===== config.mk =====
export PLATFORM = sky130hd
export DESIGN_NAME = multdiv_unit_flat
export DESIGN_NICKNAME = d
export VERILOG_FILES = /design/src/rtl/multdiv_unit_if.sv /design/src/rtl/multdiv_unit.sv /design/src/flat_wrapper.sv
export SDC_FILE = /design/constraint.sdc
export NUM_CORES = 1
export LEC_CHECK = 0
export CAP_MARGIN = 0
export CORE_MARGIN = 4
export CORE_UTILIZATION = 55
export CTS_CLUSTER_SIZE = 30
export DETAILED_ROUTE_END_ITERATION = 7
export PLACE_DENSITY = 0.79
export SLEW_MARGIN = 30
export SYNTH_ARGS = -nofsm -noshare
export SYNTH_HDL_FRONTEND = slang
export SYNTH_SLANG_ARGS = --single-unit

===== constraint.sdc =====
create_clock -name clock -period 5.7 [get_ports clock]
set_input_delay 1.71 -clock clock [delete_from_list [all_inputs] [get_ports clock]]
set_output_delay 1.71 -clock clock [all_outputs]
set_load 0.005 [all_outputs]

===== src/rtl/multdiv_unit_if.sv =====
// Result/operand bundle between the execute stage and the iterative mult/div unit.
// Signal names match the pipeline wiring so hazard logic can tap busy directly.
interface multdiv_unit_if #(
  parameter int WIDTH = 32,
  parameter int TAGW  = 5
);
  logic [WIDTH-1:0] data_operandA;
  logic [WIDTH-1:0] data_operandB;
  logic             ctrl_mult;
  logic             ctrl_div;
  logic [TAGW-1:0]  rd_in;
  logic [WIDTH-1:0] data_result;
  logic             data_exception;
  logic             data_resultRDY;
  logic             busy;
  logic [TAGW-1:0]  rd_out;

  modport master (
    output data_operandA, data_operandB, ctrl_mult, ctrl_div, rd_in,
    input  data_result, data_exception, data_resultRDY, busy, rd_out
  );

  modport slave (
    input  data_operandA, data_operandB, ctrl_mult, ctrl_div, rd_in,
    output data_result, data_exception, data_resultRDY, busy, rd_out
  );
endinterface


===== src/rtl/multdiv_unit.sv =====
// Iterative signed multiply / divide: one radix-2 step per clock on magnitudes,
// sign fix-up on the last step, one-cycle result strobe with the latched tag.
//   state | meaning
//   IDLE  | waiting for ctrl_mult / ctrl_div
//   RUN   | iterating, busy high
//   DONE  | data_resultRDY strobe cycle
module multdiv_unit #(
  parameter int WIDTH = 32,
  parameter int TAGW  = 5
) (
  input  logic           clock,
  input  logic           reset,
  multdiv_unit_if.slave  bus
);
  localparam int CW = $clog2(WIDTH) + 1;

  typedef enum logic [1:0] {IDLE, RUN, DONE} state_t;

  state_t             r_state;
  logic [CW-1:0]      r_count;
  logic               r_is_div;
  logic               r_neg;
  logic               r_dbz;
  logic [WIDTH-1:0]   r_op_b;
  logic [2*WIDTH-1:0] r_acc;

  logic [WIDTH-1:0]   r_result;
  logic               r_exception;
  logic               r_rdy;
  logic               r_busy;
  logic [TAGW-1:0]    r_rd;

  logic               w_start;
  logic               w_start_div;
  logic [WIDTH-1:0]   w_mag_a;
  logic [WIDTH-1:0]   w_mag_b;
  logic [WIDTH:0]     w_add;
  logic [2*WIDTH-1:0] w_mul_next;
  logic [WIDTH:0]     w_trial;
  logic [2*WIDTH-1:0] w_div_next;
  logic [2*WIDTH-1:0] w_acc_next;
  logic [2*WIDTH-1:0] w_prod_s;
  logic [WIDTH-1:0]   w_quot_s;
  logic [WIDTH-1:0]   w_fin_result;
  logic               w_fin_exc;

  assign w_start     = bus.ctrl_mult | bus.ctrl_div;
  assign w_start_div = bus.ctrl_div & ~bus.ctrl_mult;
  assign w_mag_a = bus.data_operandA[WIDTH-1] ? -bus.data_operandA : bus.data_operandA;
  assign w_mag_b = bus.data_operandB[WIDTH-1] ? -bus.data_operandB : bus.data_operandB;

  // Multiply keeps the multiplier in the low half and shifts the partial product in from the top;
  // divide keeps remainder:quotient and shifts left, restoring on a negative trial.
  always_comb begin
    w_add        = {1'b0, r_acc[2*WIDTH-1:WIDTH]} + (r_acc[0] ? {1'b0, r_op_b} : '0);
    w_mul_next   = {w_add, r_acc[WIDTH-1:1]};
    w_trial      = r_acc[2*WIDTH-1:WIDTH-1] - {1'b0, r_op_b};
    w_div_next   = w_trial[WIDTH] ? {r_acc[2*WIDTH-2:0], 1'b0}
                                  : {w_trial[WIDTH-1:0], r_acc[WIDTH-2:0], 1'b1};
    w_acc_next   = r_is_div ? w_div_next : w_mul_next;
    w_prod_s     = r_neg ? -w_acc_next : w_acc_next;
    w_quot_s     = r_neg ? -w_acc_next[WIDTH-1:0] : w_acc_next[WIDTH-1:0];
    w_fin_result = '0;
    w_fin_exc    = 1'b0;
    if (!r_is_div) begin
      w_fin_result = w_prod_s[WIDTH-1:0];
      w_fin_exc    = !((&w_prod_s[2*WIDTH-1:WIDTH-1]) || (~|w_prod_s[2*WIDTH-1:WIDTH-1]));
    end else if (r_dbz) begin
      w_fin_result = '0;
      w_fin_exc    = 1'b1;
    end else begin
      w_fin_result = w_quot_s;
      // only a positive quotient of 2^(WIDTH-1) (MIN / -1) can overflow
      w_fin_exc    = !r_neg && w_acc_next[WIDTH-1];
    end
  end

  always_ff @(posedge clock) begin
    if (reset) begin
      r_state     <= IDLE;
      r_count     <= '0;
      r_is_div    <= 1'b0;
      r_neg       <= 1'b0;
      r_dbz       <= 1'b0;
      r_op_b      <= '0;
      r_acc       <= '0;
      r_result    <= '0;
      r_exception <= 1'b0;
      r_rdy       <= 1'b0;
      r_busy      <= 1'b0;
      r_rd        <= '0;
    end else if (w_start) begin
      r_state  <= RUN;
      r_count  <= '0;
      r_is_div <= w_start_div;
      r_neg    <= bus.data_operandA[WIDTH-1] ^ bus.data_operandB[WIDTH-1];
      r_dbz    <= w_start_div && (bus.data_operandB == '0);
      r_op_b   <= w_start_div ? w_mag_b : w_mag_a;
      r_acc    <= {{WIDTH{1'b0}}, (w_start_div ? w_mag_a : w_mag_b)};
      r_rdy    <= 1'b0;
      r_busy   <= 1'b1;
      r_rd     <= bus.rd_in;
    end else begin
      case (r_state)
        RUN: begin
          r_acc   <= w_acc_next;
          r_count <= r_count + 1'b1;
          if (r_count == CW'(WIDTH - 1)) begin
            r_result    <= w_fin_result;
            r_exception <= w_fin_exc;
            r_rdy       <= 1'b1;
            r_busy      <= 1'b0;
            r_state     <= DONE;
          end
        end
        DONE: begin
          r_rdy   <= 1'b0;
          r_state <= IDLE;
        end
        default: r_state <= IDLE;
      endcase
    end
  end

  assign bus.data_result    = r_result;
  assign bus.data_exception = r_exception;
  assign bus.data_resultRDY = r_rdy;
  assign bus.busy           = r_busy;
  assign bus.rd_out         = r_rd;
endmodule


===== src/flat_wrapper.sv =====
// flat-port wrapper written by rule: the top's interface ports become plain ports
module multdiv_unit_flat 
#(
  parameter int WIDTH = 32,
  parameter int TAGW  = 5
)
  (clock, reset, bus_data_operandA, bus_data_operandB, bus_ctrl_mult, bus_ctrl_div, bus_rd_in, bus_data_result, bus_data_exception, bus_data_resultRDY, bus_busy, bus_rd_out);
  multdiv_unit_if #(.WIDTH(WIDTH), .TAGW(TAGW)) bus_i ();
  input  logic clock;
  input  logic reset;
  input wire logic [$bits(bus_i.data_operandA)-1:0] bus_data_operandA;
  input wire logic [$bits(bus_i.data_operandB)-1:0] bus_data_operandB;
  input wire logic [$bits(bus_i.ctrl_mult)-1:0] bus_ctrl_mult;
  input wire logic [$bits(bus_i.ctrl_div)-1:0] bus_ctrl_div;
  input wire logic [$bits(bus_i.rd_in)-1:0] bus_rd_in;
  output wire logic [$bits(bus_i.data_result)-1:0] bus_data_result;
  output wire logic [$bits(bus_i.data_exception)-1:0] bus_data_exception;
  output wire logic [$bits(bus_i.data_resultRDY)-1:0] bus_data_resultRDY;
  output wire logic [$bits(bus_i.busy)-1:0] bus_busy;
  output wire logic [$bits(bus_i.rd_out)-1:0] bus_rd_out;
  assign bus_i.data_operandA = bus_data_operandA;
  assign bus_i.data_operandB = bus_data_operandB;
  assign bus_i.ctrl_mult = bus_ctrl_mult;
  assign bus_i.ctrl_div = bus_ctrl_div;
  assign bus_i.rd_in = bus_rd_in;
  assign bus_data_result = bus_i.data_result;
  assign bus_data_exception = bus_i.data_exception;
  assign bus_data_resultRDY = bus_i.data_resultRDY;
  assign bus_busy = bus_i.busy;
  assign bus_rd_out = bus_i.rd_out;
  multdiv_unit #(.WIDTH(WIDTH), .TAGW(TAGW)) u_core (.clock(clock), .reset(reset), .bus(bus_i));
endmodule

After elaboration in Yosys (flattened, before gate mapping)
Index checks and enable logic that the tools add are counted.
- add/sub/neg operators: 7
- mux-type cells: 23
- equal/unequal tests: 5
- reduce and logical (&&, ||, !) cells: 17
- bitwise gates (word level): 6
- operators by type and width (cell ; count):
    $mux W32 ; 10
    $mux W64 ; 3
    $neg A32 Y32 ; 3
    $neg A64 Y64 ; 1
    $add A32 B32 Y33 ; 1
    $reduce_and A33 Y1 ; 1
    $reduce_or A33 Y1 ; 1
    $sub A33 B32 Y33 ; 1
    $logic_not A32 Y1 ; 1
    $mux W1 ; 9
    $add A6 B1 Y6 const B ; 1
    $eq A6 B5 Y1 const B ; 1
    $reduce_bool A2 Y1 ; 3
    $reduce_and A2 Y1 ; 2
    $logic_not A1 Y1 ; 3
    $ne A3 B1 Y1 const B ; 1
    $not A1 Y1 ; 3
    $reduce_and A3 Y1 ; 1
    $reduce_or A3 Y1 ; 1
    $eq A2 B1 Y1 const B ; 1
    $eq A2 B2 Y1 const B ; 1
    $logic_and A1 B1 Y1 ; 2
    $ne A2 B1 Y1 const B ; 1
    $pmux W1 S2 ; 1
    other kinds (5) ; 5
- logic and storage cells: 72
- register bits after elaboration: 147

Depth between registers and ports, before layout
- depth in word-level cells: 10
- mapped depth: 26

Least setup slack after synthesis
Ideal clock, no wire load.
- path kind: register to register
- from: register u_core.r_is_div
- to: register u_core.r_exception, in the netlist u_core.bus.data_exception
- stages on the path, launching flop included: 25
- period minus slack after synthesis: 5.780 ns
- library setup time: 0.122 ns
- slack: -0.080 ns
- buffers on the path: 8
- arrival time: 5.658 ns
- required time: 5.578 ns
- cells stage by stage: dfxtp_1 buf_2 buf_1 buf_2 buf_2 buf_2 buf_1 buf_1 clkbuf_1 mux2i_1 ha_1 o211ai_1 nor4_1 nand4b_1 or3_1 nor2_1 nand4_1 nor4_2 xor2_1 a41oi_1 nor4_1 and4b_1 nand4_1 mux2i_1 o21ai_1
- longest elaborated chain between the ends: 8
- ends and longest elaborated chain (element ; line ; text):
    start: declaration ; multdiv_unit.sv:21 ; logic r_is_div;
    start signal: assignment ; multdiv_unit.sv:95 ; r_is_div <= w_start_div;
    $mux W64 ; multdiv_unit.sv:60 ; w_acc_next = r_is_div ? w_div_next : w_mul_next;
    $neg A64 Y64 ; multdiv_unit.sv:61 ; w_prod_s = r_neg ? -w_acc_next : w_acc_next;
    $mux W64 ; multdiv_unit.sv:61 ;
    $reduce_or A33 Y1 ; multdiv_unit.sv:67 ; w_fin_exc = !((&w_prod_s[2*WIDTH-1:WIDTH-1]) || (~|w_prod_s[2*WIDTH-1:WIDTH-1]));
    $logic_not A1 Y1 ; multdiv_unit.sv:67 ;
    $logic_or A1 B1 Y1 ; multdiv_unit.sv:67 ;
    $logic_not A1 Y1 ; multdiv_unit.sv:67 ;
    $mux W1 (*) ; multdiv_unit.sv:65 ; if (!r_is_div) begin
    end signal: assignment ; multdiv_unit.sv:110 ; r_exception <= w_fin_exc;
    end: declaration ; multdiv_unit.sv:28 ; logic r_exception;
Every way passes the cells marked *; elsewhere a longest branch is shown, timed or not.
A chain may end at the register's enable or synchronous reset.

Worst setup path after layout
- from: register u_core.r_acc[52]
- to: register u_core.r_exception, in the netlist u_core.bus.data_exception
- longest elaborated chain between the ends: 10
- ends and longest elaborated chain (element ; line ; text):
    start: declaration ; multdiv_unit.sv:25 ; logic [2*WIDTH-1:0] r_acc;
    start signal: assignment ; multdiv_unit.sv:99 ; r_acc <= {{WIDTH{1'b0}}, (w_start_div ? w_mag_a : w_mag_b)};
    start signal: assignment ; multdiv_unit.sv:106 ; r_acc <= w_acc_next;
    $sub A33 B32 Y33 ; multdiv_unit.sv:57 ; w_trial = r_acc[2*WIDTH-1:WIDTH-1] - {1'b0, r_op_b};
    $mux W64 ; multdiv_unit.sv:58 ; w_div_next = w_trial[WIDTH] ? {r_acc[2*WIDTH-2:0], 1'b0}
    $mux W64 (*) ; multdiv_unit.sv:60 ;
    $neg A64 Y64 ; multdiv_unit.sv:61 ;
    $mux W64 (*) ; multdiv_unit.sv:61 ;
    $reduce_or A33 Y1 ; multdiv_unit.sv:67 ;
    $logic_not A1 Y1 ; multdiv_unit.sv:67 ;
    $logic_or A1 B1 Y1 (*) ; multdiv_unit.sv:67 ;
    $logic_not A1 Y1 (*) ; multdiv_unit.sv:67 ;
    $mux W1 (*) ; multdiv_unit.sv:65 ;
Marks and branches as above.

==> key figures <==
Outcome
  • Status: finished, final reports clean

Worst hold path
  • Min-delay worst type: flip-flop to flip-flop
  • Hold Crit Start: u_core.bus.rd_out[2]

Clocking
  • H-tree depth: 4
  • CTS tree: built
  • Clk_lat worst skew: 0.45 ns
  • Sinks on Clock Net: 147
  • Clk buf depth: 2
  • Clk slew on worst S/H paths: 0.07 ns
  • TritonCTS buffer count: 17
  • Root Buffer: clkbuf_16

Critical path
  • Crit path largest cell delay: 0.44 ns
  • Critical Path Fanout Max: 5
  • Setup crit start: u_core.r_acc[52]
  • Reg2reg start: u_core.r_acc[52]
  • Slowest library cell on the worst path: a221oi_1
  • Critical path class: flip-flop to flip-flop
  • CP dominant cell by count: nand4_1
  • Critical Path End Type: flip-flop
  • Minimum setup slack among reg-to-reg paths: 0.30 ns
  • Worst Setup Start Kind: flip-flop
  • Worst endpoint required time: 6.02 ns
  • Arrival @ worst endpoint: 5.73 ns
  • CP cell instances: ha_1, a21oi_1, o21ai_0, a221oi_1, and3b_4, a2111oi_2, a21oi_1, ha_2, o211ai_1, nor4_2, nand4b_1, or3_4, nor2_4, nand4_1, buf_4, o21ai_0, xnor2_1, nand4_1, nor4_1, and4b_1, nand4_1, mux2i_1, o21ai_1

Global route
  • Global-route wire length before repair: 79.87 mm
  • Largest net degree at the start of global routing: 81
  • GRT Util Overall: 34.32%
  • Vias in the first global route: 14.75k
  • Grt total ovfl: 0
  • Initial antenna violation count: 0

Finish
  • Post-route core utilization: 66.00%
  • Area Overhead vs Synth: 17.19%
  • Non-Filler Instances: 2400
  • Nets@finish: 2201
  • Share of post-route cells with drive strength above 1: 9.565%
  • Fillers: 2178
  • Design Area, Final: 0.01672 mm²
  • Ant. Diodes: 0

Pwr
  • Total power: 0.003520 W
  • Power Density: 210.5 mW/mm²
  • Lkg Pwr: 6.452 nW
  • Peak supply drop: 219.0 µV

Yosys
  • Compound-cell area share of the yosys netlist: 28.20%
  • Top cells by count, synth: nand2_1 (223), nor2_1 (201), dfxtp_1 (147)
  • Area share of and/or/nand/nor cells after synthesis: 25.51%
  • Mapped Cells: 1948
  • Mux cell area share after synthesis: 4.202%
  • Most numerous cell in the Yosys netlist: nand2_1
  • Top-area cell type share of the netlist area: 20.63%
  • Mapped Area: 0.01426 mm²
  • Adder-Cell Fraction of Synth Area: 6.246%
  • Post-synthesis xor/xnor area fraction: 10.19%
  • Unique masters post-synth: 96
  • Async SR Flop Fraction: 0%
  • Syn nets: 2091
  • Top_reg_cell synth: dfxtp_1
  • Post-synth EDFFs: 0
  • Synth Area per Inst: 7.322 µm²
  • Post-synthesis sequential area ratio: 20.63%
  • Area leader, netlist: dfxtp_1
  • Main combinational cell family by area after synthesis: compound AO/OA/AOI/OAI gates
  • Yosys reg bits: 147
  • Leading post-synthesis cells by cell area: dfxtp_1 (21%), xnor2_1 (6.2%), ha_1 (6.0%), nand2_1 (5.9%), nor2_1 (5.3%)
  • Number of synthesis warnings: 0

Drt
  • Antenna-violating nets left: 0
  • Drt wl/cell: 20.99 µm
  • Via Count: 15.72k
  • Final WL: 50.38 mm
  • Drt pass-1 iters: 5
  • Initial DRC Count: 1705
  • Post-route DRC: 0
  • Number of vias per cell: 6.548

Floorplan
  • Core ar.: 0.02533 mm²
  • Die W: 169.0 µm
  • FP Rows: 58
  • Initial core utilization: 56.32%
  • Die Y: 169.0 µm
  • I/O pin count: 113
  • Die area: 0.02857 mm²

Timing
  • Max-slew violation count: 0
  • Fmax: 0.1851 GHz
  • Hold Vio Cnt, Final: 0
  • Final Skew: 0.01667 ns
  • Final setup fails: 0
  • PnR worst setup slack: 0.2975 ns
  • Period Utilization, post-route: 94.78%
  • Least-Margin Pin Slew: 0.8461 ns
  • Worst slew margin: 43.60%
  • Crit path time final: 5.402 ns

Placement
  • Placed cell area: 0.01603 mm²
  • Placed cell count: 2365
  • Detail Placement HPWL: 38.06 mm
  • Pre-CTS setup slack: 0.05500 ns
  • RePlAce Congestion: 1.017
  • PortBufs: 112

Job
  • Number of max-cap violations: 0
flip-flops by register name, summed over array words and instances, names as in the netlist, 2 cells and up:
| name | cells |
|---|---|
| u_core.bus.data_result | 32 |
| u_core.r_state | 2 |
| u_core.r_count | 6 |
| u_core.r_acc | 64 |
| u_core.r_op_b | 32 |
| u_core.bus.rd_out | 5 |
placed cells by master, fill, tap and decap left out, drive strengths merged, types with 31 or more instances in the layout:
master and count:
o211ai 44, a21oi 128, nand2 224, buf 96, nand4 31, nand2b 38
a211oi 90, ha 68, and2 49, mux2i 43, nor3 46, xor2 65
dfxtp 147, xnor2 101, o21ai 118, nor2 201, nand3 33, clkdlybuf4s50 109
inv 78
power by group:
part / internal, W / switching [W]
registers: 0.00108 / 0.0000651
clock network: 0.000625 / 0.000555
logic: 0.000478 / 0.000722
total: 0.00218 / 0.00134
path summary, 6_finish.rpt:
| check | to | cells after the start |
|---|---|---|
| setup / recovery | u_core.bus.data_exception | 23 |
| hold reg to reg | u_core.bus.rd_out[2] | 2 |
| setup reg to reg | u_core.bus.data_exception | 23 |
| hold / removal | u_core.bus.rd_out[2] | 2 |
per-stage QoR:
| stage | hold slack (ns) | TNS (ns) |
|---|---|---|
| 2_1_floorplan | 0.4419 | 0 |
| 3_3_place_gp | 0.4363 | 0 |
| 3_5_place_dp | 0.4460 | 0 |
| 4_1_cts | 0.4560 | 0 |
| 5_1_grt | 0.4810 | -0.02888 |
| 6_report | 0.4551 | 0 |
logic make-up after synthesis:
kind of cell | Yosys count
xor gates and xnor gates | 166
muxes | 58
and+or+nand+nor | 737
DFF | 147
adders and majority gates | 70
AOI/OAI and AO/OA | 588
buffers and inverters | 182
metal layers:
| metal | GRT usage (%) | wire, µm | up-vias |
|---|---|---|---|
| li1 | - | - | 7328 |
| met1 | 48.13 | 21080 | 7341 |
| met2 | 53.45 | 22260 | 915 |
| met3 | 5.558 | 5283 | 132 |
| met4 | 12.29 | 1751 | 0 |
| met5 | 0 | 0 | - |
critical path: cells and delay by family, from the launching register on:
kind	cells	cell delay, ns
buffers and inverters	1	0.18
xor gates and xnor gates	1	0.17
muxes	1	0.17
DFF	1	0.35
and+or+nand+nor	10	2.24
adders and majority gates	2	0.59
AOI/OAI and AO/OA	8	1.57
timing repair:
action	in CTS	in global routing
endpoints found under the setup margin	0	1
hold buffers	0	0
endpoints found under the hold margin	0	0
buffers inserted	0	4
gates resized for setup	0	14
layout make-up:
cell class / count / area, µm² / share of cell area (%)
inverters: 68 / 255.2 / 1.527
repair buffers: 205 / 1817 / 10.87
multi-input cells: 1619 / 10700 / 63.99
flip-flops and latches: 147 / 2948 / 17.63
well taps: 330 / 412.9 / 2.470
clock inverters: 14 / 161.4 / 0.9656
clock buffers: 17 / 425.4 / 2.545
No activity file was read; power rests on OpenSTA's default activity.
